$ cat src/rtl/scene_renderer.sv
// scene_renderer: breakout game state machine plus a two-stage pixel classifier.
// Stage 1 registers the hit tests and stage 2 priority-encodes the result into a colour class.
module scene_renderer #(
  parameter int N_BLOCKS     = 16,
  parameter int BLK_W        = 40,
  parameter int BLK_H        = 20,
  parameter int PAD_W        = 80,
  parameter int PAD_H        = 10,
  parameter int BALL_R       = 2,
  parameter int FLASH_FRAMES = 30,
  localparam int IW = (N_BLOCKS > 1) ? $clog2(N_BLOCKS) : 1
) (
  input  logic                  clk,
  input  logic                  rst,
  input  logic                  start,
  input  logic                  W,
  input  logic                  L,
  input  logic                  pix_valid,
  input  logic [9:0]            x,
  input  logic [9:0]            y,
  input  logic [9:0]            ballx,
  input  logic [9:0]            bally,
  input  logic [9:0]            paddlex,
  input  logic [9:0]            paddley,
  input  logic [10*N_BLOCKS-1:0] blk_x,
  input  logic [10*N_BLOCKS-1:0] blk_y,
  input  logic [N_BLOCKS-1:0]   hit,
  output logic [2:0]            color,
  output logic                  color_valid,
  output logic [IW-1:0]         blk_idx
);
  typedef enum logic [1:0] {IDLE, PLAY, WIN, LOSS} state_t;
  state_t state_q, state_d;
  logic start_q, phase_q, phase_d, frame_start, fin, wrap;
  logic [7:0] frame_q, frame_d;
  logic [2:0] mode_col, mode_q, color_d;
  logic [10:0] x11, y11;
  logic pad_d, ball_d, pad_q, ball_q, play_q, v1_q;
  logic [N_BLOCKS-1:0] match_d, match_q;
  logic [IW-1:0] idx_d;
  always_ff @(posedge clk or negedge rst)
    if (!rst) begin
      state_q <= IDLE;
      start_q <= 1'b1;
      frame_q <= '0;
      phase_q <= 1'b0;
    end else begin
      state_q <= state_d;
      start_q <= start;
      frame_q <= frame_d;
      phase_q <= phase_d;
    end
  // Counter and phase sit at zero outside WIN/LOSS, so entering an end screen starts clean.
  always_comb begin
    fin = state_q == WIN || state_q == LOSS;
    frame_start = pix_valid && x == '0 && y == '0;
    wrap = frame_start && frame_q == 8'(FLASH_FRAMES - 1);
    state_d = state_q == IDLE ? (start ? IDLE : PLAY)
            : state_q == PLAY ? (L ? LOSS : W ? WIN : PLAY)
            : (!start_q && start) ? IDLE : state_q;
    frame_d = (!fin || wrap) ? '0 : frame_q + 8'(frame_start);
    phase_d = fin && (phase_q ^ wrap);
  end
  always_comb
    mode_col = state_q == WIN  ? (phase_q ? 3'b011 : 3'b100)
             : state_q == LOSS ? (phase_q ? 3'b011 : 3'b101) : 3'b000;
  assign x11 = {1'b0, x};
  assign y11 = {1'b0, y};
  // 11-bit sums keep objects near the right/bottom edge from wrapping.
  always_comb begin
    pad_d = x11 > {1'b0, paddlex} && x11 < {1'b0, paddlex} + 11'(PAD_W) &&
            y11 > {1'b0, paddley} && y11 < {1'b0, paddley} + 11'(PAD_H);
    ball_d = x11 + 11'(BALL_R) > {1'b0, ballx} && x11 < {1'b0, ballx} + 11'(BALL_R) &&
             y11 + 11'(BALL_R) > {1'b0, bally} && y11 < {1'b0, bally} + 11'(BALL_R);
    for (int i = 0; i < N_BLOCKS; i++)
      match_d[i] = !hit[i] &&
                   x11 > {1'b0, blk_x[10*i +: 10]} && x11 < {1'b0, blk_x[10*i +: 10]} + 11'(BLK_W) &&
                   y11 > {1'b0, blk_y[10*i +: 10]} && y11 < {1'b0, blk_y[10*i +: 10]} + 11'(BLK_H);
  end
  always_ff @(posedge clk or negedge rst)
    if (!rst) begin
      v1_q    <= 1'b0;
      pad_q   <= 1'b0;
      ball_q  <= 1'b0;
      play_q  <= 1'b0;
      mode_q  <= '0;
      match_q <= '0;
    end else begin
      v1_q    <= pix_valid;
      pad_q   <= pad_d;
      ball_q  <= ball_d;
      play_q  <= state_q == PLAY;
      mode_q  <= mode_col;
      match_q <= match_d;
    end
  always_comb begin
    idx_d = '0;
    for (int i = N_BLOCKS - 1; i >= 0; i--)
      if (match_q[i]) idx_d = IW'(i);
    color_d = !play_q ? mode_q : (pad_q || ball_q) ? 3'b001 : |match_q ? 3'b010 : 3'b011;
    idx_d = (color_d == 3'b010 && play_q) ? idx_d : '0;
  end
  always_ff @(posedge clk or negedge rst)
    if (!rst) begin
      color       <= 3'b111;
      color_valid <= 1'b0;
      blk_idx     <= '0;
    end else begin
      color_valid <= v1_q;
      if (v1_q) begin
        color   <= color_d;
        blk_idx <= idx_d;
      end
    end
endmodule

$ cat config.mk
export PLATFORM = sky130hd
export DESIGN_NAME = scene_renderer
export DESIGN_NICKNAME = d
export VERILOG_FILES = /design/src/rtl/scene_renderer.sv
export SDC_FILE = /design/constraint.sdc
export NUM_CORES = 1
export LEC_CHECK = 0
export CORE_MARGIN = 2
export CORE_UTILIZATION = 50
export DETAILED_ROUTE_END_ITERATION = 16
export HOLD_SLACK_MARGIN = 0.08
export MAX_ROUTING_LAYER = met4
export PLACE_DENSITY = 0.78
export SLEW_MARGIN = 10
export SYNTH_ARGS = -nofsm -noshare
export SYNTH_HDL_FRONTEND = slang
export SYNTH_SLANG_ARGS = --single-unit
$ cat constraint.sdc
create_clock -name clk -period 2.6 [get_ports clk]
set_input_delay 0.78 -clock clk [delete_from_list [all_inputs] [get_ports clk]]
set_output_delay 0.78 -clock clk [all_outputs]
set_load 0.005 [all_outputs]
=== Word level (Yosys, flattened, before mapping) ===
Cells that the tools add are included.

* Flip-flop bits (word level): 43
* Bits of input ports: 402
* Output and inout port bits: 8
* Logic and storage cells: 263

* $add $sub $neg: 39
* $lt $le $gt $ge: 72
* Equality and inequality tests: 5
* Multiplexer cells: 31
* Bitwise logic cells: 1
* Reduce and logical (&&, ||, !) cells: 102

{| class="wikitable"
|+ Operators by type and width
! operator !! number
|-
| 10-bit by 11-bit less-than comparator with 1-bit output || 36
|-
| 10-bit greater-than comparator || 34
|-
| 10-bit by 5-bit adder with 11-bit output (second input constant) || 16
|-
| 10-bit by 6-bit adder with 11-bit output (second input constant) || 16
|-
| 1-bit logical AND || 76
|-
| 4-bit two-way mux || 17
|-
| 10-bit by 2-bit adder with 11-bit output (second input constant) || 4
|-
| 11-bit by 10-bit greater-than comparator with 1-bit output || 2
|-
| 10-bit zero test || 2
|-
| 1-bit zero test || 18
|-
| 16-bit OR reduction || 1
|-
| 3-bit two-way mux || 5
|-
| 2-bit two-way mux || 6
|-
| 10-bit by 4-bit adder with 11-bit output (second input constant) || 1
|-
| 10-bit by 7-bit adder with 11-bit output (second input constant) || 1
|-
| 8-bit by 1-bit adder with 8-bit output || 1
|-
| 8-bit by 5-bit equality test with 1-bit output (second input constant) || 1
|-
| 8-bit two-way mux || 1
|-
| 2-bit equality test (second input constant) || 2
|-
| 3-bit by 2-bit equality test with 1-bit output (second input constant) || 1
|-
| 1-bit logical OR || 3
|-
| 3-bit nonzero test || 1
|-
| 2-bit by 1-bit equality test with 1-bit output (second input constant) || 1
|-
| 2-bit zero test || 1
|-
| other kinds (2) || 3
|}

=== Depth between registers and ports, before layout ===
* Word-level depth: 17
* Gate-level depth with buffers: 11
* Mapped depth without buffers: 11

=== Worst setup path after synthesis ===
Ideal clock, no wire load.

* Path type: input -> register
* Start point: input blk_x[153]
* End point: register match_q[15]
* Setup time: 0.087 ns
* Arrival: 2.932 ns
* Data required time: 2.513 ns
* Path slack: -0.419 ns
* Stages on the path: 10
* Buffers on the path: 0
* Cell sequence: ha_1 -> o21ai_0 -> xnor2_1 -> ha_1 -> and3_1 -> a221o_1 -> a2111oi_2 -> o21ai_1 -> a211o_1 -> a211oi_2

* Cells in the longest elaborated chain, start to end: 5
* Elaborated cells on any way between the ends: 7
* Classes of those cells: 1 x add/sub; 2 x order compare; 4 x reduce/logical

{| class="wikitable"
|+ Ends and longest elaborated chain
! item !! RTL line !! source
|-
| from (decl) || 25 || <nowiki>input logic [10*N_BLOCKS-1:0] blk_x,</nowiki>
|-
| 10-bit by 6-bit adder with 11-bit output / 10-bit greater-than comparator (equally long branches) || 77 || <nowiki>x11 > {1'b0, blk_x[10*i +: 10]} && x11 < {1'b0, blk_x[10*i +: 10]} + 11'(BLK_W) &&</nowiki>
|-
| 10-bit by 11-bit less-than comparator with 1-bit output / 1-bit logical AND (equally long branches) || 77, 76 ||
|-
| 1-bit logical AND * (2 in a row) || 77 ||
|-
| 1-bit logical AND * || 78 || <nowiki>y11 > {1'b0, blk_y[10*i +: 10]} && y11 < {1'b0, blk_y[10*i +: 10]} + 11'(BLK_H);</nowiki>
|-
| via match_d[15] || 39 || <nowiki>logic [N_BLOCKS-1:0] match_d, match_q;</nowiki>
|-
| to (signal assigned) || 94 || <nowiki>match_q <= match_d;</nowiki>
|-
| to (decl) || 39 ||
|}

Mark *: on every way through the listed nets, which the timed path passes. The rest lies on a longest branch.
A chain may end at the register's enable or synchronous reset.

=== Worst setup path after layout ===
Same ends and word-level chain as after synthesis.

==> run_results.csv <==
group,metric,value,unit
status,outcome,"complete, but fails checks",
status,failed_checks,"setup timing",
floorplanning,dieWidth,207,um
route,detail-route-antenna-nets,0,
placement,dp_cells,4114,
grt,overflow,0,
setup_path,worstReg2RegStart,"match_q[4]$_DFF_PN0_",
timing,fmax,365,MHz
power_and_ir_drop,sw_frac_of_total,0.448,
synth,synthesis.area,20500,um2
synth,ys.warnings.count,0,
setup_path,start_kind,"primary input",
timing,worst_slack,-0.142,ns
grt,grt_pass1_wl,126000,um
route,routed_wl,84100,um
timing,hold_viol,0,
timing,whs,0.464,ns
placement,port_buffers,409,
synth,synth_edf_count,0,
clock_tree,ctsLongestPathBuffers,2,
finish,drive_gt1_frac,0.289,
setup_path,critPathSlowestCell,"a221o_1",
placement,pre_cts_ws,-0.963,ns
timing,maxSlewHeadroom,0.563,
route,vias,24833,
setup_path,path_cells,"buf_8 -> a21o_1 -> buf_6 -> nand3_4 -> xnor2_2 -> ha_1 -> and3_4 -> a221o_1 -> a2111oi_2 -> o21ai_1 -> a211o_1 -> a211oi_2",
route,vias_per_cell,5.91,
synth,avgSynthCellArea,7.91,um2
floorplanning,die_y,207,um
timing,tns,-0.181,ns
setup_path,crit_end,"match_q[15]$_DFF_PN0_",
clock_tree,cts.clk_slew.worst_paths,0.09,ns
finish,fin_nets,4709,
route,drt_first_iter_violations,1673,
setup_path,end_kind,"flip-flop",
timing,rsz0062_at_grt,"yes",
synth,syn_nets,3670,
finish,layoutNonFillerInstCount,4199,
timing,slew_violations,0,
power_and_ir_drop,peakVddDrop,296,uV
timing,finalCritPeriodShare,1.05,
synth,ys.flop_type,"dfrtp_1",
timing,worst_pin_slew,0.655,ns
worst_hold_path,worstHoldPathType,"flip-flop to flip-flop",
placement,hpwl,68300,um
floorplanning,initial_core_util,0.505,
setup_path,path_max_fanout,3,
timing,period_needed,2.74,ns
finish,area_growth_syn_to_layout,56.6,%
setup_path,cpPeakStageDelay,0.36,ns
synth,synth.distinct_cells,72,
grt,grt_pass1_vias,25253,
setup_path,worstPathRequired,2.83,ns
worst_hold_path,min_from,"color[0]$_DFFE_PN1P_",
clock_tree,root_buffer,"clkbuf_16",
power_and_ir_drop,pwr-share-clk,0.096,
setup_path,rr_worst_depth,5,
grt,grt_max_degree,28,
setup_path,reg2reg_slack,0.57,ns
placement,gp_congestion,0.990,
floorplanning,dieArea,42700,um2
floorplanning,row_count,74,
power_and_ir_drop,p_int,4.13,mW
power_and_ir_drop,p_leak,16.6,nW
clock_tree,h-tree-depth,2,
timing,setup_viol_count_final,3,
route,firstDrtPassIters,5,
route,drc,0,
clock_tree,cts_made_buffers,5,
clock_tree,cts_sinks,43,
route,wl_per_cell,20.0,um
clock_tree,postCtsHoldBufs,0,
grt,antenna_found_initial,28,
clock_tree,cts_tree,"yes",
floorplanning,ios,410,
timing,fin_skew,0.0178,ns
power_and_ir_drop,p_per_area,233,nW/um2
synth,ys_async_sr_fraction,1.00,
setup_path,worstReg2RegEnd,"blk_idx[3]$_DFFE_PN0P_",
clock_tree,insertion_delay,0.31,ns
grt,grtUsageTotal,0.383,
job,drv_cap,0,
setup_path,crit_type,"primary input to flip-flop",
synth,ys_seq_area_frac,0.0527,
setup_path,crit_path_start,"blk_x[153]",
power_and_ir_drop,sequentialPowerShare,0.114,
floorplanning,coreArea,40600,um2
setup_path,worstPathArrival,2.97,ns
power_and_ir_drop,power.net_switching,3.35,mW
power_and_ir_drop,power.share.combinational,0.790,
synth,yosys_register_bits,43,
synth,syn_inst,2595,
==> registers in the layout, indices dropped and copies added, names as in the netlist <==
register,flops
pad_q,1
frame_q,8
ball_q,1
start_q,1
color_valid,1
mode_q,3
blk_idx,4
phase_q,1
v1_q,1
state_q,2
play_q,1
color,3
match_q,16
==> timing repair <==
action | CTS | global route
gates resized for setup | 474 | 349
setup endpoints to repair | 18 | 19
pin swaps | 184 | 180
buffers inserted | 29 | 20
==> logic make-up after synthesis <==
group,after synthesis,synth area share
AND/OR/NAND/NOR,560,0.146
XOR/XNOR,222,0.0947
flip-flops,43,0.0527
buffers and inverters,405,0.0741
adder cells (fa/ha/maj),673,0.410
multiplexers,1,0.000488
AO/OA/AOI/OAI,691,0.222
==> cells in the final DEF (no fill, tap or decap), drive strengths merged, types with 31 or more instances in the layout <==
cell type	n
a21oi	159
o21ai	171
nor3	76
nor2b	48
o2111ai	38
nand4	57
buf	659
ha	673
a211oi	45
inv	404
nand2	62
nor2	93
nor4	31
clkdlybuf4s50	186
xor2	46
a21o	65
dlymetal6s2s	50
dfrtp	39
diode	32
dlygate4sd2	84
xnor2	176
nand3	91
o21a	50
clkbuf	43
==> power groups by stage <==
stage	sequential [mW]	combinational (mW)	clock (mW)
detailed placement	0.858	5.29	0
global route	0.858	6.46	0.755
global placement	0.853	5.04	0
floorplan	0.818	2.64	0
CTS	0.845	5.52	0.720
finish	0.849	5.91	0.718
==> cells in the mapped netlist, drive strengths merged (8+ instances only) <==
cell type  instances  area (um2)
and4              12         105
nand3             91         455
and3              26         163
nor2b             48         300
o32ai              9        78.8
xor2              46         403
nor3              76         380
a211o              8        70.1
o211ai            22         165
a211oi            45         343
o2111ai           38         333
dfrtp             39         976
o21a              50         375
a221oi            12         105
nor4              31         194
nor2              93         349
nand2             62         233
or4                8        67.6
or3                8        50.1
inv              403        1510
nand4             57         357
o31ai              8        60.1
o21bai            12        90.1
xnor2            176        1540
o21ai            171         860
a2111oi            8        76.3
a21o              65         488
nand2b            24         150
a31oi             19         119
a21oi            159         796
ha               673        8420
==> final cells by class <==
type	instances	area, um2
Multi-Input combinational cell	2147	19800
Timing Repair Buffer	1034	8850
Fill cell	2807	8490
Inverter	403	1510
Sequential cell	43	1080
Tap cell	532	666
Clock buffer	5	125
Antenna cell	32	80.1
Clock inverter	3	23.8
==> layer usage <==
layer	routed length (um)	vias up	track usage
li1	-	11720	-
met1	32600	11752	0.432
met2	40600	1039	0.652
met3	5720	322	0.0491
met4	5280	0	0.219
met5	0	-	-
==> critical path, delay by kind of cell <==
kind,cells,cell delay [ns]
buffers and inverters,2,0.23
AND/OR/NAND/NOR,2,0.22
AO/OA/AOI/OAI,6,1.35
adder cells (fa/ha/maj),1,0.31
XOR/XNOR,1,0.07
==> worst min path at each step <==
stage	to	cells after the start
finish	color[0]$_DFFE_PN1P_	2
global route	color[0]$_DFFE_PN1P_	2
CTS	color[0]$_DFFE_PN1P_	2
detailed placement	color[0]$_DFFE_PN1P_	2
global placement	color[0]$_DFFE_PN1P_	2
floorplan	color_valid$_DFF_PN0_	0
==> stage by stage <==
stage / instance area (um2) / power, mW / utilization
4_1_cts: 31000 / 7.09 / 0.764
3_3_place_gp: 29800 / 5.89 / 0.734
3_5_place_dp: 29800 / 6.14 / 0.734
5_1_grt: 32100 / 8.07 / 0.791
2_1_floorplan: 20600 / 3.46 / -
6_report: 32200 / 7.48 / 0.791
No activity file was read; power rests on OpenSTA's default activity.
